### src/rtl/mac_window_loader_if.sv
// Stream bundle for mac_window_loader.
//   in_data/in_valid/in_ready : serial pixel input (valid/ready)
//   pixels/pix_valid/pix_ready: packed window output to the MAC pixel bus
// master = the loader side, slave = the producer/consumer environment.
interface mac_window_loader_if #(
  parameter int unsigned PIX_W = 8,
  parameter int unsigned NPIX  = 16
);
  logic [PIX_W-1:0]      in_data;
  logic                  in_valid;
  logic                  in_ready;
  logic [NPIX*PIX_W-1:0] pixels;
  logic                  pix_valid;
  logic                  pix_ready;

  modport master (
    input  in_data, in_valid, pix_ready,
    output in_ready, pixels, pix_valid
  );

  modport slave (
    output in_data, in_valid, pix_ready,
    input  in_ready, pixels, pix_valid
  );
endinterface

### src/rtl/mac_window_loader.sv
// Packs a serial pixel stream into NPIX-pixel windows for the MAC datapath.
// The fill buffer collects the next window while the output word is held, so
// a consumer that keeps up sees one pixel per clock of throughput.
// Ports:
//   clk, rst_n  : clock, asynchronous active-low reset
//   clear       : synchronous flush of fill buffer and output word
//   bus         : pixel input and window output handshakes (master modport)
//   fill_level  : pixels currently in the fill buffer (0..NPIX)
//   win_count   : windows delivered, wraps at 2^COUNT_W
module mac_window_loader #(
  parameter int unsigned PIX_W   = 8,
  parameter int unsigned NPIX    = 16,
  parameter int unsigned COUNT_W = 16
) (
  input  logic                   clk,
  input  logic                   rst_n,
  input  logic                   clear,
  mac_window_loader_if.master    bus,
  output logic [4:0]             fill_level,
  output logic [COUNT_W-1:0]     win_count
);

  localparam int unsigned WIN_W = NPIX * PIX_W;
  localparam int unsigned CNT_W = 5;

  typedef enum logic {FILL, HOLD} state_t;

  state_t           state_q, state_d;
  logic [CNT_W-1:0] cnt_q, cnt_d;
  logic [WIN_W-1:0] fill_q;
  logic [WIN_W-1:0] window_c;
  logic [WIN_W-1:0] pixels_q;
  logic             pix_valid_q, pix_valid_d;
  logic             accept_c, take_c, load_c, wr_c;

  assign bus.in_ready  = (state_q == FILL);
  assign accept_c      = bus.in_valid && bus.in_ready;
  assign take_c        = pix_valid_q && bus.pix_ready;
  assign bus.pixels    = pixels_q;
  assign bus.pix_valid = pix_valid_q;
  assign fill_level    = cnt_q;

  // Fill buffer with the byte being accepted merged in, first pixel in the MSBs.
  always_comb begin
    window_c = fill_q;
    if (accept_c) begin
      window_c[WIN_W - 1 - PIX_W * 32'(cnt_q) -: PIX_W] = bus.in_data;
    end
  end

  // Next-state / control decode; clear overrides everything.
  always_comb begin
    state_d     = state_q;
    cnt_d       = cnt_q;
    pix_valid_d = pix_valid_q;
    load_c      = 1'b0;
    wr_c        = 1'b0;
    if (clear) begin
      state_d     = FILL;
      cnt_d       = '0;
      pix_valid_d = 1'b0;
    end else begin
      case (state_q)
        FILL: begin
          if (take_c) pix_valid_d = 1'b0;
          if (accept_c) begin
            wr_c = 1'b1;
            if (cnt_q == CNT_W'(NPIX - 1)) begin
              // Output free now (empty or being taken): hand over with no bubble.
              if (!pix_valid_q || bus.pix_ready) begin
                load_c      = 1'b1;
                pix_valid_d = 1'b1;
                cnt_d       = '0;
              end else begin
                state_d = HOLD;
                cnt_d   = CNT_W'(NPIX);
              end
            end else begin
              cnt_d = cnt_q + CNT_W'(1);
            end
          end
        end
        HOLD: begin
          if (take_c) begin
            load_c      = 1'b1;
            pix_valid_d = 1'b1;
            cnt_d       = '0;
            state_d     = FILL;
          end
        end
        default: state_d = FILL;
      endcase
    end
  end

  // State register.
  always_ff @(posedge clk or negedge rst_n) begin
    if (!rst_n) state_q <= FILL;
    else        state_q <= state_d;
  end

  // Datapath and counters.
  always_ff @(posedge clk or negedge rst_n) begin
    if (!rst_n) begin
      cnt_q       <= '0;
      fill_q      <= '0;
      pixels_q    <= '0;
      pix_valid_q <= 1'b0;
      win_count   <= '0;
    end else begin
      cnt_q       <= cnt_d;
      pix_valid_q <= pix_valid_d;
      if (wr_c) fill_q <= window_c;
      if (clear)       pixels_q <= '0;
      else if (load_c) pixels_q <= window_c;
      if (take_c && !clear) win_count <= win_count + COUNT_W'(1);
    end
  end

endmodule

### src/flat_wrapper.sv
// flat-port wrapper written by rule: the top's interface ports become plain ports
module mac_window_loader_flat 
#(
  parameter int unsigned PIX_W   = 8,
  parameter int unsigned NPIX    = 16,
  parameter int unsigned COUNT_W = 16
)
  (clk, rst_n, clear, fill_level, win_count, bus_in_data, bus_in_valid, bus_pix_ready, bus_in_ready, bus_pixels, bus_pix_valid);
  mac_window_loader_if #(.PIX_W(PIX_W), .NPIX(NPIX)) bus_i ();
  input  logic clk;
  input  logic rst_n;
  input  logic clear;
  output logic [4:0] fill_level;
  output logic [COUNT_W-1:0] win_count;
  input wire logic [$bits(bus_i.in_data)-1:0] bus_in_data;
  input wire logic [$bits(bus_i.in_valid)-1:0] bus_in_valid;
  input wire logic [$bits(bus_i.pix_ready)-1:0] bus_pix_ready;
  output wire logic [$bits(bus_i.in_ready)-1:0] bus_in_ready;
  output wire logic [$bits(bus_i.pixels)-1:0] bus_pixels;
  output wire logic [$bits(bus_i.pix_valid)-1:0] bus_pix_valid;
  assign bus_i.in_data = bus_in_data;
  assign bus_i.in_valid = bus_in_valid;
  assign bus_i.pix_ready = bus_pix_ready;
  assign bus_in_ready = bus_i.in_ready;
  assign bus_pixels = bus_i.pixels;
  assign bus_pix_valid = bus_i.pix_valid;
  mac_window_loader #(.PIX_W(PIX_W), .NPIX(NPIX), .COUNT_W(COUNT_W)) u_core (.clk(clk), .rst_n(rst_n), .clear(clear), .bus(bus_i), .fill_level(fill_level), .win_count(win_count));
endmodule
### config.mk
export PLATFORM = sky130hd
export DESIGN_NAME = mac_window_loader_flat
export DESIGN_NICKNAME = d
export VERILOG_FILES = /design/src/rtl/mac_window_loader_if.sv /design/src/rtl/mac_window_loader.sv /design/src/flat_wrapper.sv
export SDC_FILE = /design/constraint.sdc
export NUM_CORES = 1
export LEC_CHECK = 0
export BUFFER_PORTS_ARGS = -buffer_cell sky130_fd_sc_hd__buf_2
export CORE_AREA = 2 2 156 158
export CTS_CLUSTER_DIAMETER = 50
export DETAILED_ROUTE_END_ITERATION = 10
export DIE_AREA = 0 0 158 160
export HOLD_SLACK_MARGIN = 0.15
export PLACE_DENSITY = 0.8
export SLEW_MARGIN = 5
export SYNTH_ARGS = -nofsm -noshare
export SYNTH_HDL_FRONTEND = slang
export SYNTH_SLANG_ARGS = --single-unit
### constraint.sdc
create_clock -name clk -period 1.9 [get_ports clk]
set_input_delay 0.285 -clock clk [delete_from_list [all_inputs] [get_ports clk]]
set_output_delay 0.285 -clock clk [all_outputs]
set_load 0.1 [all_outputs]
==> results_tabular.tex, run 1 <==
\begin{tabular}{lr}
\hline
Metric & Value \\
\hline
\multicolumn{2}{l}{\textbf{Run status}} \\
\quad Result of the run & finished with violations \\
\quad Violations in the final reports & negative setup slack \\
\multicolumn{2}{l}{\textbf{Finish}} \\
\quad Layout-stage area growth over the synthesis result & 30.0\% \\
\quad Number of nets in the layout & 1,211 \\
\quad Antenna diodes & 0 \\
\quad Share of layout cells above drive strength 1 & 39.8\% \\
\quad Number of non-filler instances in the completed layout & 1,544 \\
\quad Share of the core filled with cells in the final layout & 65.8\% \\
\multicolumn{2}{l}{\textbf{Yosys}} \\
\quad Asr flop ratio synth & 100\% \\
\quad Ranking of synthesized cells by area & dfrtp\_1 (58\%), mux2\_2 (11\%), mux2i\_1 (11\%) \\
\quad Cell with the most instances after synthesis & dfrtp\_1 \\
\quad Most used flip-flop cell after synthesis & dfrtp\_1 \\
\quad Sequential area share after synthesis & 57.9\% \\
\quad \#FFs+latches synth & 279 \\
\quad Mapped Nets & 1,005 \\
\quad Area share of the largest cell type after synthesis & 57.9\% \\
\quad Synthesized area & 12,100 sq um \\
\quad Number of distinct standard cells referenced by the synthesized netlist & 49 \\
\quad Synthesized area per cell & 12.2 sq um \\
\quad EDFF count, synth & 0 \\
\quad Syn Inst Count & 990 \\
\quad Yosys warning count & 0 \\
\quad Post-synthesis cell type with the largest combined area & dfrtp\_1 \\
\quad Post-synth top cells & dfrtp\_1 (279), nand2\_1 (152), o21ai\_0 (131) \\
\multicolumn{2}{l}{\textbf{GRT}} \\
\quad Global-route usage over all layers & 23.8\% \\
\quad Antenna violations before repair & 0 \\
\quad Number of global-route vias before repair & 8,624 \\
\quad Overflow left after global routing & 0 \\
\quad Maximum number of pins on one net before global-route repair & 83 \\
\quad Global-route wire length before repair & 47.6 mm \\
\multicolumn{2}{l}{\textbf{Clock network}} \\
\quad Clock transition time at the flip-flop clock pins of the worst setup and hold paths & 60 ps \\
\quad Clk Tree Root Cell & clkbuf\_16 \\
\quad H-tree depth & 1 \\
\quad Clock Tree Buf Depth & 3 \\
\quad Clock tree from TritonCTS & yes \\
\quad Clk sinks & 279 \\
\quad Clock latency of the later-clocked register in the worst-skew pair & 550 ps \\
\quad Clock buffers created by TritonCTS & 30 \\
\multicolumn{2}{l}{\textbf{Floorplanning}} \\
\quad Boundary Pins & 164 \\
\quad Horizontal die dimension & 158 um \\
\quad Height of the die & 160 um \\
\quad Area enclosed by the die boundary & 25,300 sq um \\
\quad Effective utilization at floorplan & 50.6\% \\
\quad Core Rows & 57 \\
\quad Core Area & 23,800 sq um \\
\multicolumn{2}{l}{\textbf{Setup path}} \\
\quad Setup crit end kind & flop \\
\quad Data arrival, critical path & 2380 ps \\
\quad CP Data Required Time & 2330 ps \\
\quad Highest net fanout along the worst path & 8 \\
\quad Critical path class & reg -> reg \\
\quad Critical path launch point type & flop \\
\multicolumn{2}{l}{\textbf{Power}} \\
\quad Fraction of power consumed by combinational cells & 7.4\% \\
\quad NetSw & 0.00308 W \\
\quad Cell-internal power & 0.0102 W \\
\quad Cell area power density & 849 nW/um\^{}2 \\
\quad Leakage Power & 7.77 nW \\
\quad Sequential share of power & 46.8\% \\
\quad Clock share of power & 45.8\% \\
\quad IR drop worst, VDD & 0.683 mV \\
\quad Sw frac & 23.1\% \\
\multicolumn{2}{l}{\textbf{Routing}} \\
\quad Drt first-iter violations & 533 \\
\quad Aggregate routed wire length & 29.8 mm \\
\quad Vias after detailed routing & 8,410 \\
\quad Post-detailed-route DRC marker count & 0 \\
\quad Detail-routed net length per standard cell & 19.3 um \\
\quad Via-per-instance ratio & 5.45 \\
\quad Initial DRT Pass Iterations & 6 \\
\quad ANT nets after route & 0 \\
\multicolumn{2}{l}{\textbf{Timing}} \\
\quad Tmin final & 1950 ps \\
\quad Final critical-path setup slack & -50.6 ps \\
\quad Hold violation total from the final report & 0 \\
\quad Slew of the pin with the lowest slew margin & 564 ps \\
\quad Max Slew Vio Count & 0 \\
\quad Crit share post-route & 103\% \\
\quad Max Fclk & 0.513 GHz \\
\quad Count of endpoints failing setup in the final report & 78 \\
\quad Relative slew margins & 62.7\% \\
\quad Setup repair after global routing missed its margin & true \\
\quad Layout Skew & 7.88 ps \\
\multicolumn{2}{l}{\textbf{Place}} \\
\quad Port bufs & 163 \\
\quad DPL Wire Length & 19.5 mm \\
\quad Place WS & -78.7 ps \\
\quad Final RePlAce weighted congestion & 0.857 \\
\quad Count of placed standard cells including taps & 1,479 \\
\multicolumn{2}{l}{\textbf{Min path}} \\
\quad Tightest Hold Check Type & in -> async \\
\multicolumn{2}{l}{\textbf{Job}} \\
\quad Number of maximum-capacitance constraint violations & 0 \\
\hline
\end{tabular}
-- registers in the layout, summed over array words and instances, names as in the netlist --
register,count
u_core.win_count,16
u_core.fill_q,128
u_core.fill_level,5
u_core.bus.pixels,128
u_core.bus.pix_valid,1
u_core.state_q,1
-- cells by family after synthesis --
logic type / share of synthesized area (%)
adders and majority gates: 0.208
and+or+nand+nor: 9.35
AOI/OAI and AO/OA: 6.20
DFF: 57.9
muxes: 22.9
xor gates and xnor gates: 1.09
buffers and inverters: 2.31
-- placed cells by master (no fill, tap or decap), drive strengths merged, types with 3 or more instances in the layout --
| cell type | instances |
|---|---|
| dfrtp | 279 |
| buf | 236 |
| nand2 | 155 |
| o21ai | 131 |
| mux2i | 129 |
| mux2 | 128 |
| clkbuf | 43 |
| nor2 | 22 |
| xnor2 | 13 |
| nand3 | 8 |
| clkinv | 7 |
| nand3b | 6 |
| nor3b | 6 |
| inv | 5 |
| o31ai | 4 |
| nand4 | 4 |
| nor3 | 4 |
| nand2b | 3 |
| and3 | 3 |
| bufinv | 3 |
| dlygate4sd3 | 3 |
| a31oi | 3 |
-- worst max-delay path, stage by stage (launching register included) --
cell and delay (ps):
dfrtp_4 510, buf_4 160, nor4b_4 280, nand2b_1 100
buf_6 150, nor2_4 270, mux2_2 370
-- routing by layer --
| layer | vias to the layer above | global-route usage, % | wire (um) |
|---|---|---|---|
| met2 | 189 | 39.5 | 14700 |
| met3 | 46 | 3.39 | 1390 |
| li1 | 3860 | - | - |
| met4 | 0 | 7.00 | 671 |
| met5 | - | 0 | 0 |
| met1 | 4315 | 32.5 | 13100 |
-- repair_timing --
| item | 4_1_cts | 5_1_grt |
|---|---|---|
| pin swaps | 6 | 6 |
| setup buffers | 2 | 3 |
| gates cloned | 0 | 1 |
| setup endpoints to repair | 155 | 227 |
| gates resized for setup | 66 | 91 |
| endpoints found under the hold margin | 282 | 0 |
| hold buffers | 3 | 0 |
-- stage by stage --
step                total power [W]  instance area, sq um  setup TNS, ps  hold WS [ps]
floorplan                   0.00682                 12400         -36270         -10.6
global placement            0.00721                 14300           -629           155
detailed placement          0.00724                 14300          -1810           152
CTS                          0.0134                 15500           -792           152
global route                 0.0138                 15700         -12730           183
finish                       0.0133                 15700          -1260           170
-- final timing paths --
path,start,endpoint,slack [ps],cells after the start
max reg2reg,u_core.fill_level[4],u_core.fill_q[106],-50,6
max,u_core.fill_level[4],u_core.fill_q[106],-50,6
min in group clk,bus_pix_ready,u_core.win_count[2],170,3
min reg2reg,u_core.bus.pixels[58],u_core.bus.pixels[58],470,2
max in group asynchronous,rst_n,u_core.bus.pixels[20],1010,3
min,rst_n,u_core.bus.pixels[79],170,2
-- power by group through the flow --
stage	logic (W)	registers, W	clock network, W
after floorplan	0.000477	0.00634	0
after global placement	0.000884	0.00632	0
after detailed placement	0.000907	0.00634	0
after CTS	0.000942	0.00623	0.00620
after global routing	0.00107	0.00625	0.00645
final	0.000986	0.00624	0.00609
-- area by class of cell --
class	count	area, sq um
Fill cell	1793	8150
Sequential cell	279	7020
Multi-Input combinational cell	642	5250
Timing Repair Buffer	240	1940
Clock buffer	42	887
Tap cell	324	405
Clock inverter	14	169
Inverter	3	11.3
No activity file was read; power rests on OpenSTA's default activity.
==> inputs of run 2 (changes only) <==
- CORE_AREA: 2 2 156 158 -> 2 2 164 166
- DIE_AREA: 0 0 158 160 -> 0 0 166 168
- PLACE_DENSITY: 0.8 -> 0.74
==> results_tabular.tex, run 2 (same netlist as run 1, synthesis figures left out) <==
\begin{tabular}{lr}
\hline
Metric & Value \\
\hline
\multicolumn{2}{l}{\textbf{Routing}} \\
\quad Drt first-iter violations & 497 (was 533) \\
\quad Detail-routed net length per standard cell & 20.3 um (was 19.3 um) \\
\quad Via-per-instance ratio & 5.41 (was 5.45) \\
\quad Post-detailed-route DRC marker count & 0 (unchanged) \\
\quad Initial DRT Pass Iterations & 4 (was 6) \\
\quad Aggregate routed wire length & 31.8 mm (was 29.8 mm) \\
\quad ANT nets after route & 0 (unchanged) \\
\quad Vias after detailed routing & 8,477 (was 8,410) \\
\multicolumn{2}{l}{\textbf{Power}} \\
\quad Fraction of power consumed by combinational cells & 7.6\% (was 7.4\%) \\
\quad Cell area power density & 869 nW/um\^{}2 (was 849 nW/um\^{}2) \\
\quad Sw frac & 22.9\% (was 23.1\%) \\
\quad IR drop worst, VDD & 0.793 mV (was 0.683 mV) \\
\quad Leakage Power & 7.93 nW (was 7.77 nW) \\
\quad Cell-internal power & 0.0107 W (was 0.0102 W) \\
\quad Sequential share of power & 45.0\% (was 46.8\%) \\
\quad Power Total & 0.0139 W (was 0.0133 W) \\
\quad Clock share of power & 47.4\% (was 45.8\%) \\
\quad NetSw & 0.00318 W (was 0.00308 W) \\
\multicolumn{2}{l}{\textbf{Clock network}} \\
\quad H-tree depth & 1 (unchanged) \\
\quad Clock Tree Buf Depth & 3 (unchanged) \\
\quad Clk sinks & 279 (unchanged) \\
\quad Clock tree from TritonCTS & yes (unchanged) \\
\quad Clock buffers created by TritonCTS & 31 (was 30) \\
\quad Clock latency of the later-clocked register in the worst-skew pair & 560 ps (was 550 ps) \\
\quad Clk Tree Root Cell & clkbuf\_16 (unchanged) \\
\quad Clock transition time at the flip-flop clock pins of the worst setup and hold paths & 60 ps (about the same) \\
\multicolumn{2}{l}{\textbf{Setup path}} \\
\quad Critical-path top delay cell & dfrtp\_4 (unchanged) \\
\quad Critical path launch point type & flop (unchanged) \\
\quad Setup crit end kind & flop (unchanged) \\
\quad Cells along the critical path & buf\_12 > and4b\_2 > nand2\_1 > a221o\_4 > buf\_12 > o21ai\_0 (was buf\_4 > nor4b\_4 > nand2b\_1 > buf\_6 > nor2\_4 > mux2\_2) \\
\quad Cell repeated most along the worst path & buf\_12 \\
\quad CP Data Required Time & 2360 ps (was 2330 ps) \\
\quad Data arrival, critical path & 2460 ps (was 2380 ps) \\
\quad Longest individual stage delay on the worst path & 500 ps (was 510 ps) \\
\quad Highest net fanout along the worst path & 75 (was 8) \\
\quad Worst-case reg-to-reg path depth & 6 (unchanged) \\
\quad Critical path class & reg -> reg (unchanged) \\
\multicolumn{2}{l}{\textbf{Run status}} \\
\quad Result of the run & finished with violations (unchanged) \\
\quad Violations in the final reports & negative setup slack (unchanged) \\
\multicolumn{2}{l}{\textbf{Timing}} \\
\quad Max Fclk & 0.500 GHz (was 0.513 GHz) \\
\quad Setup repair after global routing missed its margin & true (unchanged) \\
\quad Slew of the pin with the lowest slew margin & 645 ps (was 564 ps) \\
\quad Relative slew margins & 57.0\% (was 62.7\%) \\
\quad Final critical-path setup slack & -99.6 ps (was -50.6 ps) \\
\quad Count of endpoints failing setup in the final report & 118 (was 78) \\
\quad Worst hold-check slack & 217 ps (was 170 ps) \\
\quad Tmin final & 2000 ps (was 1950 ps) \\
\quad Crit share post-route & 105\% (was 103\%) \\
\quad Hold violation total from the final report & 0 (unchanged) \\
\quad Layout Skew & 12.5 ps (was 7.88 ps) \\
\quad Max Slew Vio Count & 0 (unchanged) \\
\multicolumn{2}{l}{\textbf{Place}} \\
\quad Placed inst area & 14,300 sq um (about the same) \\
\quad Port bufs & 163 (unchanged) \\
\quad Count of placed standard cells including taps & 1,494 (was 1,479) \\
\quad Final RePlAce weighted congestion & 0.800 (was 0.857) \\
\quad DPL Wire Length & 19.1 mm (was 19.5 mm) \\
\multicolumn{2}{l}{\textbf{Floorplanning}} \\
\quad Area enclosed by the die boundary & 27,900 sq um (was 25,300 sq um) \\
\quad Boundary Pins & 164 (unchanged) \\
\quad Core Area & 26,400 sq um (was 23,800 sq um) \\
\quad Height of the die & 168 um (was 160 um) \\
\quad Effective utilization at floorplan & 45.7\% (was 50.6\%) \\
\quad Horizontal die dimension & 166 um (was 158 um) \\
\quad Core Rows & 60 (was 57) \\
\multicolumn{2}{l}{\textbf{Finish}} \\
\quad Most used cells in the layout excluding fill and tap cells & dfrtp\_1 (264), buf\_2 (158), nand2\_1 (148), mux2i\_1 (124), mux2\_4 (78) (was dfrtp\_1 (264), buf\_2 (159), nand2\_1 (147), mux2i\_1 (122), o21ai\_1 (105)) \\
\quad Antenna diodes & 0 (unchanged) \\
\quad Post-route cell area & 15,900 sq um (was 15,700 sq um) \\
\quad Number of non-filler instances in the completed layout & 1,567 (was 1,544) \\
\quad Layout-stage area growth over the synthesis result & 32.3\% (was 30.0\%) \\
\quad Share of layout cells above drive strength 1 & 40.9\% (was 39.8\%) \\
\quad Most common cell after layout, fill and taps aside & dfrtp\_1 (unchanged) \\
\quad Number of nets in the layout & 1,216 (was 1,211) \\
\quad Fill cell total of the finished layout & 2,060 (was 1,793) \\
\multicolumn{2}{l}{\textbf{Min path}} \\
\quad Tightest Hold Check Type & in -> async (unchanged) \\
\multicolumn{2}{l}{\textbf{GRT}} \\
\quad Antenna violations before repair & 0 (unchanged) \\
\quad Overflow left after global routing & 0 (unchanged) \\
\quad Number of global-route vias before repair & 8,660 (was 8,624) \\
\quad Global-route wire length before repair & 49.5 mm (was 47.6 mm) \\
\quad Maximum number of pins on one net before global-route repair & 76 (was 83) \\
\quad Global-route usage over all layers & 22.1\% (was 23.8\%) \\
\multicolumn{2}{l}{\textbf{Job}} \\
\quad Number of maximum-capacitance constraint violations & 0 (unchanged) \\
\hline
\end{tabular}
## run 2: layout make-up
type / count / area (sq um) / area share (%)
multi-input cells: 642 / 5280 / 33.1
clock inverters: 20 / 275 / 1.73
clock buffers: 38 / 872 / 5.47
well taps: 341 / 427 / 2.68
flip-flops and latches: 279 / 7020 / 44.0
repair buffers: 244 / 2070 / 13.0
inverters: 3 / 11.3 / 0.0706
## run 2: final timing paths
path | from | end | slack, ps
worst min-delay path | rst_n | u_core.bus.pixels[80] | 220
worst max-delay path | u_core.fill_level[4] | u_core.bus.pixels[30] | -100
min in group clk | clear | u_core.bus.pix_valid | 220
worst min register to register | u_core.win_count[15] | u_core.win_count[15] | 470
worst max register to register | u_core.fill_level[4] | u_core.bus.pixels[30] | -100
max in group asynchronous | rst_n | u_core.fill_q[23] | 1020
## run 2: power by group through the flow
| stage | sequential [W] | clock, W | combinational [W] |
|---|---|---|---|
| 2_1_floorplan | 0.00634 | 0 | 0.000477 |
| 3_3_place_gp | 0.00632 | 0 | 0.000883 |
| 3_5_place_dp | 0.00633 | 0 | 0.000899 |
| 4_1_cts | 0.00623 | 0.00669 | 0.000978 |
| 5_1_grt | 0.00625 | 0.00696 | 0.00114 |
| 6_report | 0.00624 | 0.00656 | 0.00106 |
## run 2: through the flow
stage | TNS, ps | utilization, % | setup WS, ps
after floorplan | -36270 | - | -296
after global placement | -390 | 54.2 | -25.4
final | -4480 | 60.5 | -99.6
after global routing | -14570 | 60.5 | -136
after detailed placement | -5110 | 54.2 | -89.7
after CTS | -2860 | 59.4 | -63.6
## run 2: repair_timing
item	CTS	global route
hold buffers	2	0
hold endpoints to repair	281	0
pin swaps	7	5
endpoints found under the setup margin	202	247
gates resized for setup	61	85
gates cloned	2	4
buffers inserted	3	4
## run 2: worst max-delay path: cells and delay by family, from the launching register on
family	cells	cell delay [ps]
compound gates	2	610
flops	1	500
simple gates	2	400
buf+inv	2	330
## run 2: routing by layer
metal	share of wire [%]	wire, um	GRT usage [%]	up-vias
li1	-	-	-	3875
met1	45	14200	31.3	4344
met2	49	15700	36.8	207
met3	4.0	1290	2.75	51
met4	1.9	605	5.14	0
met5	0	0	0	-
